==> src/rtl/alu_acc.sv <==
// Accumulator ALU between register-file read port and write-back.
// Single-cycle logic/arith ops plus a WIDTH-cycle shift-add multiply.
module alu_acc #(
  parameter int WIDTH = 8
) (
  input  logic             clk,
  input  logic             rst,
  input  logic             start,
  input  logic [2:0]       op,
  input  logic [WIDTH-1:0] operand,
  output logic [WIDTH-1:0] acc,
  output logic [WIDTH-1:0] wb_data,
  output logic             wb_ce,
  output logic             busy,
  output logic             done,
  output logic             zero,
  output logic             carry
);

  localparam int CW = $clog2(WIDTH) + 1;
  localparam int PW = 2 * WIDTH;

  localparam logic [2:0] OP_LOAD  = 3'd0;
  localparam logic [2:0] OP_ADD   = 3'd1;
  localparam logic [2:0] OP_SUB   = 3'd2;
  localparam logic [2:0] OP_AND   = 3'd3;
  localparam logic [2:0] OP_OR    = 3'd4;
  localparam logic [2:0] OP_XOR   = 3'd5;
  localparam logic [2:0] OP_MUL   = 3'd6;
  localparam logic [2:0] OP_STORE = 3'd7;

  typedef enum logic {
    S_IDLE,
    S_MUL
  } state_t;

  state_t           r_state;
  state_t           w_state_n;
  logic [WIDTH-1:0] r_acc;
  logic [WIDTH-1:0] w_acc_n;
  logic             r_carry;
  logic             w_carry_n;
  logic             r_done;
  logic             w_done_n;
  logic             r_wb_ce;
  logic             w_wb_ce_n;
  logic [WIDTH-1:0] r_wb_data;
  logic [WIDTH-1:0] w_wb_data_n;
  logic [PW-1:0]    r_mcand;
  logic [PW-1:0]    w_mcand_n;
  logic [WIDTH-1:0] r_mplier;
  logic [WIDTH-1:0] w_mplier_n;
  logic [PW-1:0]    r_prod;
  logic [PW-1:0]    w_prod_n;
  logic [CW-1:0]    r_cnt;
  logic [CW-1:0]    w_cnt_n;

  logic [WIDTH:0]   w_sum;
  logic [WIDTH:0]   w_diff;
  logic [PW-1:0]    w_step;

  assign w_sum  = {1'b0, r_acc} + {1'b0, operand};
  // bit WIDTH of the extended difference is the borrow
  assign w_diff = {1'b0, r_acc} - {1'b0, operand};
  assign w_step = r_prod + (r_mplier[0] ? r_mcand : '0);

  always_comb begin
    w_state_n   = r_state;
    w_acc_n     = r_acc;
    w_carry_n   = r_carry;
    w_done_n    = 1'b0;
    w_wb_ce_n   = 1'b0;
    w_wb_data_n = r_wb_data;
    w_mcand_n   = r_mcand;
    w_mplier_n  = r_mplier;
    w_prod_n    = r_prod;
    w_cnt_n     = r_cnt;
    unique case (r_state)
      S_IDLE: begin
        if (start) begin
          w_done_n = 1'b1;
          unique case (op)
            OP_LOAD: begin
              w_acc_n   = operand;
              w_carry_n = 1'b0;
            end
            OP_ADD: begin
              w_acc_n   = w_sum[WIDTH-1:0];
              w_carry_n = w_sum[WIDTH];
            end
            OP_SUB: begin
              w_acc_n   = w_diff[WIDTH-1:0];
              w_carry_n = w_diff[WIDTH];
            end
            OP_AND: begin
              w_acc_n   = r_acc & operand;
              w_carry_n = 1'b0;
            end
            OP_OR: begin
              w_acc_n   = r_acc | operand;
              w_carry_n = 1'b0;
            end
            OP_XOR: begin
              w_acc_n   = r_acc ^ operand;
              w_carry_n = 1'b0;
            end
            OP_MUL: begin
              w_done_n   = 1'b0;
              w_mcand_n  = {{WIDTH{1'b0}}, r_acc};
              w_mplier_n = operand;
              w_prod_n   = '0;
              w_cnt_n    = '0;
              w_state_n  = S_MUL;
            end
            OP_STORE: begin
              w_wb_data_n = r_acc;
              w_wb_ce_n   = 1'b1;
            end
          endcase
        end
      end
      S_MUL: begin
        w_prod_n   = w_step;
        w_mcand_n  = r_mcand << 1;
        w_mplier_n = r_mplier >> 1;
        w_cnt_n    = r_cnt + CW'(1);
        if (r_cnt == CW'(WIDTH - 1)) begin
          w_acc_n   = w_step[WIDTH-1:0];
          w_carry_n = |w_step[PW-1:WIDTH];
          w_done_n  = 1'b1;
          w_state_n = S_IDLE;
        end
      end
    endcase
  end

  always_ff @(posedge clk or negedge rst) begin
    if (!rst) begin
      r_state   <= S_IDLE;
      r_acc     <= '0;
      r_carry   <= 1'b0;
      r_done    <= 1'b0;
      r_wb_ce   <= 1'b0;
      r_wb_data <= '0;
      r_mcand   <= '0;
      r_mplier  <= '0;
      r_prod    <= '0;
      r_cnt     <= '0;
    end else begin
      r_state   <= w_state_n;
      r_acc     <= w_acc_n;
      r_carry   <= w_carry_n;
      r_done    <= w_done_n;
      r_wb_ce   <= w_wb_ce_n;
      r_wb_data <= w_wb_data_n;
      r_mcand   <= w_mcand_n;
      r_mplier  <= w_mplier_n;
      r_prod    <= w_prod_n;
      r_cnt     <= w_cnt_n;
    end
  end

  assign acc     = r_acc;
  assign carry   = r_carry;
  assign done    = r_done;
  assign wb_ce   = r_wb_ce;
  assign wb_data = r_wb_data;
  assign busy    = (r_state == S_MUL);
  assign zero    = (r_acc == '0);

endmodule
==> config.mk <==
export PLATFORM = sky130hd
export DESIGN_NAME = alu_acc
export DESIGN_NICKNAME = d
export VERILOG_FILES = /design/src/rtl/alu_acc.sv
export SDC_FILE = /design/constraint.sdc
export NUM_CORES = 1
export LEC_CHECK = 0
export BUFFER_PORTS_ARGS = -buffer_cell sky130_fd_sc_hd__buf_2
export CORE_ASPECT_RATIO = 1.2
export CORE_MARGIN = 2
export CORE_UTILIZATION = 35
export DETAILED_ROUTE_END_ITERATION = 8
export PLACE_DENSITY = 0.55
export SYNTH_ARGS = -nofsm -noshare
export SYNTH_HDL_FRONTEND = slang
export SYNTH_SLANG_ARGS = --single-unit
export TNS_END_PERCENT = 10
==> constraint.sdc <==
create_clock -name clk -period 3.8 [get_ports clk]
set_input_delay 0.38 -clock clk [delete_from_list [all_inputs] [get_ports clk]]
set_output_delay 0.38 -clock clk [all_outputs]
set_load 0.005 [all_outputs]
==> flow_summary.yaml, run 1 <==
drt:
  first_pass_iters: 5
  antenna_left: 0
  vias: 4046
  routedWlPerCell_um: 16.5
  drt_iter0_markers: 329
  routed_wl_um: 12200
  via_per_inst: 5.47
  drc: 0
layout:
  drive_gt1_share_pct: 13.7
  nNetsFinal: 628
  fillers: 1281
  utilization_pct: 41.3
  syn_to_final_growth_pct: 14.5
  antennaDiodeCount: 0
clock_tree:
  clockRootBuffer: "clkbuf_16"
  clock_path_buffers: 2
  cts_tree: "built"
  clock_tree.htree_level_count: 3
  holdBufCountCts: 0
  cts-resized-gates: 0
  clkSinkCount: 64
  clkTransAtPathRegs_ns: 0.06
  post_cts_buffers: 0
  insertion_delay_ns: 0.34
  cts_buffers: 9
place:
  globalplace.congestion: 0.879
  port_buffers: 34
  dp_hpwl_um: 8900
die:
  ios: 35
  dieArea_um2: 14100
  die_y_um: 130
  fp.coreArea_um2: 12800
  die_x_um: 109
  start_util_pct: 36.1
  rows: 45
sta:
  min_period_ns: 2.99
  rsz0062_at_grt: "no"
  setup_viol: 0
  tightestPinTransition_ns: 0.771
  tns_ns: 0
  relSlewSlack_pct: 48.6
  final_max_slew_viol_count: 0
  hold_violations: 0
  period_share_pct: 78.6
  max_freq_mhz: 335
  skew_ns: 0.00717
synthesis:
  synth-seq-area-share_pct: 34.8
  ys.flop_type: "dfrtp_1"
  synthesis.nets: 603
  yosysMostFrequentCell: "nand2_1"
  yosysTopAreaCell: "dfrtp_1"
  ys_types: 59
  netlist_area_um2: 4610
  yosys_warnings: 0
  synth-seq-cells: 64
  synth_area_leaders: "dfrtp_1 (35%), ha_1 (11%), nand2_1 (6.5%), a21oi_1 (6.2%), o21ai_0 (3.4%)"
  synth_edf_count: 0
  synth_top_area_share_pct: 34.8
  syn_avg_cell_area_um2: 8.46
  synthTopCellsByCount: "nand2_1 (80), dfrtp_1 (64), a21oi_1 (57), ha_1 (41), nor2_1 (40)"
  synthArstFlopShare_pct: 100
  synthCells: 545
global_routing:
  grt_pass1_wl_um: 19800
  grt_max_degree: 82
  globalRoute.busiestLayer: "met2"
  globalRouteMet1Util_pct: 22.7
  antenna_found_initial: 0
  grtUsageMet2_pct: 29.9
  grt_remaining_overflow: 0
  grtUsageMet3_pct: 3.40
  track_usage_pct: 18.1
  grt_pass1_vias: 3879
setup_path:
  required_ns: 4.00
  r2r-end: "carry"
  crit_type: "flip-flop to flip-flop"
  crit_path_max_fanout: 17
  rr_startpoint: "r_mplier[0]"
  reg2reg_slack_ns: 0.81
  startpoint: "r_mplier[0]"
  worstPathArrival_ns: 3.19
  rr_worst_depth: 11
  end_kind: "flip-flop"
  cp-start-kind: "flip-flop"
min_path:
  hold_class: "primary input to async pin"
status:
  outcome: "completed"
power_and_ir_drop:
  vdd_drop_max_mv: 0.228
  p_leak_nw: 2.51
  power_density_nw_per_um2: 718
flow_run:
  maxCapViolCount: 0
## cell usage in the layout (no fill, tap or decap), types with 3 or more instances in the layout
cell type | synthesis | routed
o221ai_1 | 3 | 3
buf_2 | 4 | 34
xnor2_1 | 13 | 13
a21o_1 | 8 | 8
o21ai_0 | 31 | 31
o211ai_1 | 6 | 6
o21bai_1 | 8 | 8
a21oi_2 | 4 | 4
fa_1 | 3 | 3
clkinv_4 | 0 | 3
ha_1 | 41 | 41
a32oi_1 | 4 | 4
nor2_1 | 40 | 40
and2_1 | 16 | 16
nand3_1 | 7 | 6
mux2i_1 | 9 | 9
a21oi_1 | 57 | 57
a31oi_1 | 4 | 4
buf_4 | 0 | 4
bufinv_16 | 0 | 3
or3_1 | 3 | 3
nand2_1 | 80 | 80
a22o_1 | 6 | 6
xor2_1 | 4 | 4
nor3_1 | 12 | 12
a2111oi_0 | 3 | 3
and3_1 | 3 | 3
inv_1 | 29 | 29
a211oi_1 | 3 | 3
o21ai_1 | 18 | 18
mux2_2 | 8 | 8
dfrtp_1 | 64 | 63
clkbuf_16 | 0 | 9
## kinds of logic after synthesis
logic type                 share of synthesized area [%]
AOI/OAI and AO/OA                                   23.4
muxes                                               3.91
xor gates and xnor gates                            3.23
DFF                                                 34.8
and+or+nand+nor                                     17.6
buffers and inverters                               4.67
adders and majority gates                           12.4
## cell type report
cell class	count	area (µm²)	share of cell area, %
flip-flops and latches	64	1600	30.4
inverters	31	116	2.21
repair buffers	38	200	3.79
clock inverters	6	116	2.21
multi-input cells	426	2800	53.0
well taps	164	205	3.89
clock buffers	10	239	4.53
## layer usage
| metal | vias to the layer above | wire length (µm) |
|---|---|---|
| met1 | 1946 | 5350 |
| met4 | 0 | 380 |
| met3 | 22 | 519 |
| met2 | 113 | 5920 |
| li1 | 1965 | - |
| met5 | - | 0 |
## sequential cells by signal, summed over array words and instances (netlist names)
register and flops:
r_cnt 4, wb_data 8, wb_ce 1, acc 8, r_mplier 8, r_prod 16, r_mcand 16, done 1
busy 1, carry 1
## critical path, cell delays in order, from the launching register on
cell and delay [ns]:
dfrtp_1 0.55, and2_1 0.23, ha_1 0.22, fa_1 0.42, a21oi_2 0.18, o211ai_2 0.14, o41ai_4 0.30, o21bai_1 0.12
a21oi_2 0.15, xnor2_1 0.13, nor4_2 0.31, a31oi_1 0.12
## where the power goes
group	switching (mW)	total, mW	leakage [nW]	internal, mW
combinational	0.945	1.60	1.51	0.659
sequential	0.256	1.21	0.832	0.952
clock	0.314	0.976	0.173	0.661
## through the flow
stage               area [µm²]  hold WS [ns]  worst slack [ns]  power, mW  std cells
floorplan                 4610        0.0844              1.24       2.32        545
global placement          4920         0.455             0.873       2.78        723
detailed placement        4920         0.462             0.805       2.82        723
CTS                       5280         0.100             0.801       3.81        739
global route              5280         0.138             0.583       4.09        739
finish                    5280        0.0800             0.812       3.79        739
## worst max-delay path by stage
stage	to	slack, ns	cells past startpoint
after floorplan	carry	1.24	11
after global placement	carry	0.87	11
after detailed placement	carry	0.81	11
after CTS	carry	0.80	11
after global routing	carry	0.58	11
final	carry	0.81	11
Power figures use the tool's default switching activity.
==> run 2: changes to the inputs <==
PLACE_DENSITY = 0.57   (was 0.55)
clock period = 2.6 ns   (was 3.8 ns; I/O delays follow)
==> run 2 against run 1 <==
- the flow now finishes with violations (setup timing)
- routed wire length grew 3.2%
- flip-flop and latch count is the same
- cell count grew 3.7%
- sequential share of layout area shrank 1.2 points
- fmax grew 14%
- non-clock buffer count grew 27
- core utilization grew 1.7 points
- global-route usage grew 0.69 points
- power grew 46%
- first-iteration DRC count grew 4.0%
- largest power group unchanged
- highest routed layer unchanged
==> flow_summary.yaml, run 2 (same netlist as run 1, synthesis figures left out) <==
global_routing:
  grt_remaining_overflow: 0
  grt_pass1_vias: 4079
  antenna_found_initial: 0
  grt_pass1_wl_um: 20500
  track_usage_pct: 18.7
  grt_max_degree: 65
sta:
  setup_viol: 1
  min_period_ns: 2.63
  hold_violations: 0
  hold_slack_ns: 0.248
  rsz0062_at_grt: "yes"
  period_share_pct: 101
  setup_slack_ns: -0.0268
  tightestPinTransition_ns: 0.804
  tns_ns: -0.0268
  max_freq_mhz: 381
  relSlewSlack_pct: 46.2
  skew_ns: 0.00814
  final_max_slew_viol_count: 0
drt:
  via_per_inst: 5.44
  drt_iter0_markers: 342
  vias: 4168
  routed_wl_um: 12600
  drc: 0
  antenna_left: 0
  first_pass_iters: 5
  routedWlPerCell_um: 16.4
layout:
  nNetsFinal: 655
  final_cell_mix: "nand2_1 (80), dfrtp_1 (62), a21oi_1 (53)"
  drive_gt1_share_pct: 19.3
  syn_to_final_growth_pct: 19.3
  postLayoutCellArea_um2: 5500
  reg.largest.list: "r_mcand (16), r_prod (16)"
  fin_cells: 766
  layout_commonest_cell: "nand2_1"
  antennaDiodeCount: 0
clock_tree:
  insertion_delay_ns: 0.34
  clock_tree.htree_level_count: 3
  clkTransAtPathRegs_ns: 0.06
  clockRootBuffer: "clkbuf_16"
  post_cts_buffers: 0
  clock_path_buffers: 2
  clkSinkCount: 64
  cts_tree: "built"
  cts_buffers: 9
power_and_ir_drop:
  pwr-share-comb_pct: 47.6
  total_power_mw: 5.54
  internal-power_mw: 3.27
  power_density_nw_per_um2: 1010
  seq_power_share_pct: 30.8
  clkPwrFrac_pct: 21.6
  p_leak_nw: 2.62
  vdd_drop_max_mv: 0.355
  switching_share_pct: 41.1
  p_switching_mw: 2.28
setup_path:
  r2r-end: "carry"
  required_ns: 2.81
  rr_startpoint: "r_mplier[0]"
  crit_chain: "and2_1 -> ha_1 -> fa_2 -> a21oi_4 -> o211ai_2 -> o41ai_4 -> o21bai_1 -> a21oi_2 -> xnor2_1 -> nor4_2 -> a31oi_1"
  end_kind: "flip-flop"
  cp-start-kind: "flip-flop"
  reg2reg_slack_ns: -0.03
  rr_worst_depth: 11
  startpoint: "r_mplier[0]"
  worstPathArrival_ns: 2.84
  slowest_stage: "dfrtp_1"
  crit_path_max_fanout: 4
  crit_end: "carry"
  max_stage_delay_ns: 0.40
  crit_type: "flip-flop to flip-flop"
status:
  violations: "setup timing"
  outcome: "finished, violations left"
place:
  globalplace.congestion: 0.906
  place_area_um2: 5130
  dp_hpwl_um: 9000
  port_buffers: 34
  dp_cells: 749
die:
  fp.coreArea_um2: 12800
  die_y_um: 130
  ios: 35
  start_util_pct: 36.1
  rows: 45
  dieArea_um2: 14100
  die_x_um: 109
flow_run:
  maxCapViolCount: 0
min_path:
  hold_class: "primary input to flip-flop"
run 2: what timing repair did:
action | in CTS | in global routing
pin swaps | 0 | 5
hold buffers | 1 | 0
cloned | 0 | 0
hold endpoints to repair | 64 | 0
gates resized for setup | 5 | 12
setup endpoints to repair | 4 | 11
run 2: worst max-delay path, delay by kind of cell, from the launching register on:
kind                       cells  cell delay (ns)
DFF                            1             0.40
xor gates and xnor gates       1             0.11
adders and majority gates      2             0.59
and+or+nand+nor                2             0.41
AOI/OAI and AO/OA              6             0.98
run 2: how the worst min path moves through the flow:
stage                from           to  depth (start not counted)
5_1_grt        operand[7]  r_mplier[7]                          3
3_5_place_dp          rst   wb_data[1]                          2
2_1_floorplan         rst       acc[0]                          0
4_1_cts        operand[7]  r_mplier[7]                          3
3_3_place_gp          rst         done                          2
6_report       operand[7]  r_mplier[7]                          3
run 2: stage by stage:
stage	utilization [%]	setup WS, ns
after floorplan	-	0.0406
after global placement	40.1	-0.0484
after detailed placement	40.1	-0.120
after CTS	42.6	-0.0812
after global routing	43.0	-0.203
final	43.0	-0.0268
run 2: routing by layer:
| layer | part of all wire, % | vias up | track usage, % | wire [µm] |
|---|---|---|---|---|
| met5 | 0 | - | 0 | 0 |
| li1 | - | 2017 | - | - |
| met4 | 3.2 | 0 | 7.99 | 408 |
| met2 | 49 | 120 | 31.9 | 6090 |
| met3 | 4.6 | 33 | 3.95 | 583 |
| met1 | 44 | 1998 | 22.9 | 5470 |
run 2: final cells by class:
type | count | area (µm²)
Fill cell | 1289 | 7280
Multi-Input combinational cell | 426 | 2870
Sequential cell | 64 | 1600
Timing Repair Buffer | 65 | 418
Clock buffer | 10 | 229
Tap cell | 164 | 205
Inverter | 31 | 116
Clock inverter | 6 | 60.1
run 2: power groups by stage:
stage	sequential (mW)	clock, mW	combinational, mW
after floorplan	1.67	0	1.72
after global placement	1.71	0	2.51
after detailed placement	1.73	0	2.56
after CTS	1.72	1.23	2.59
after global routing	1.77	1.28	2.97
final	1.71	1.20	2.64
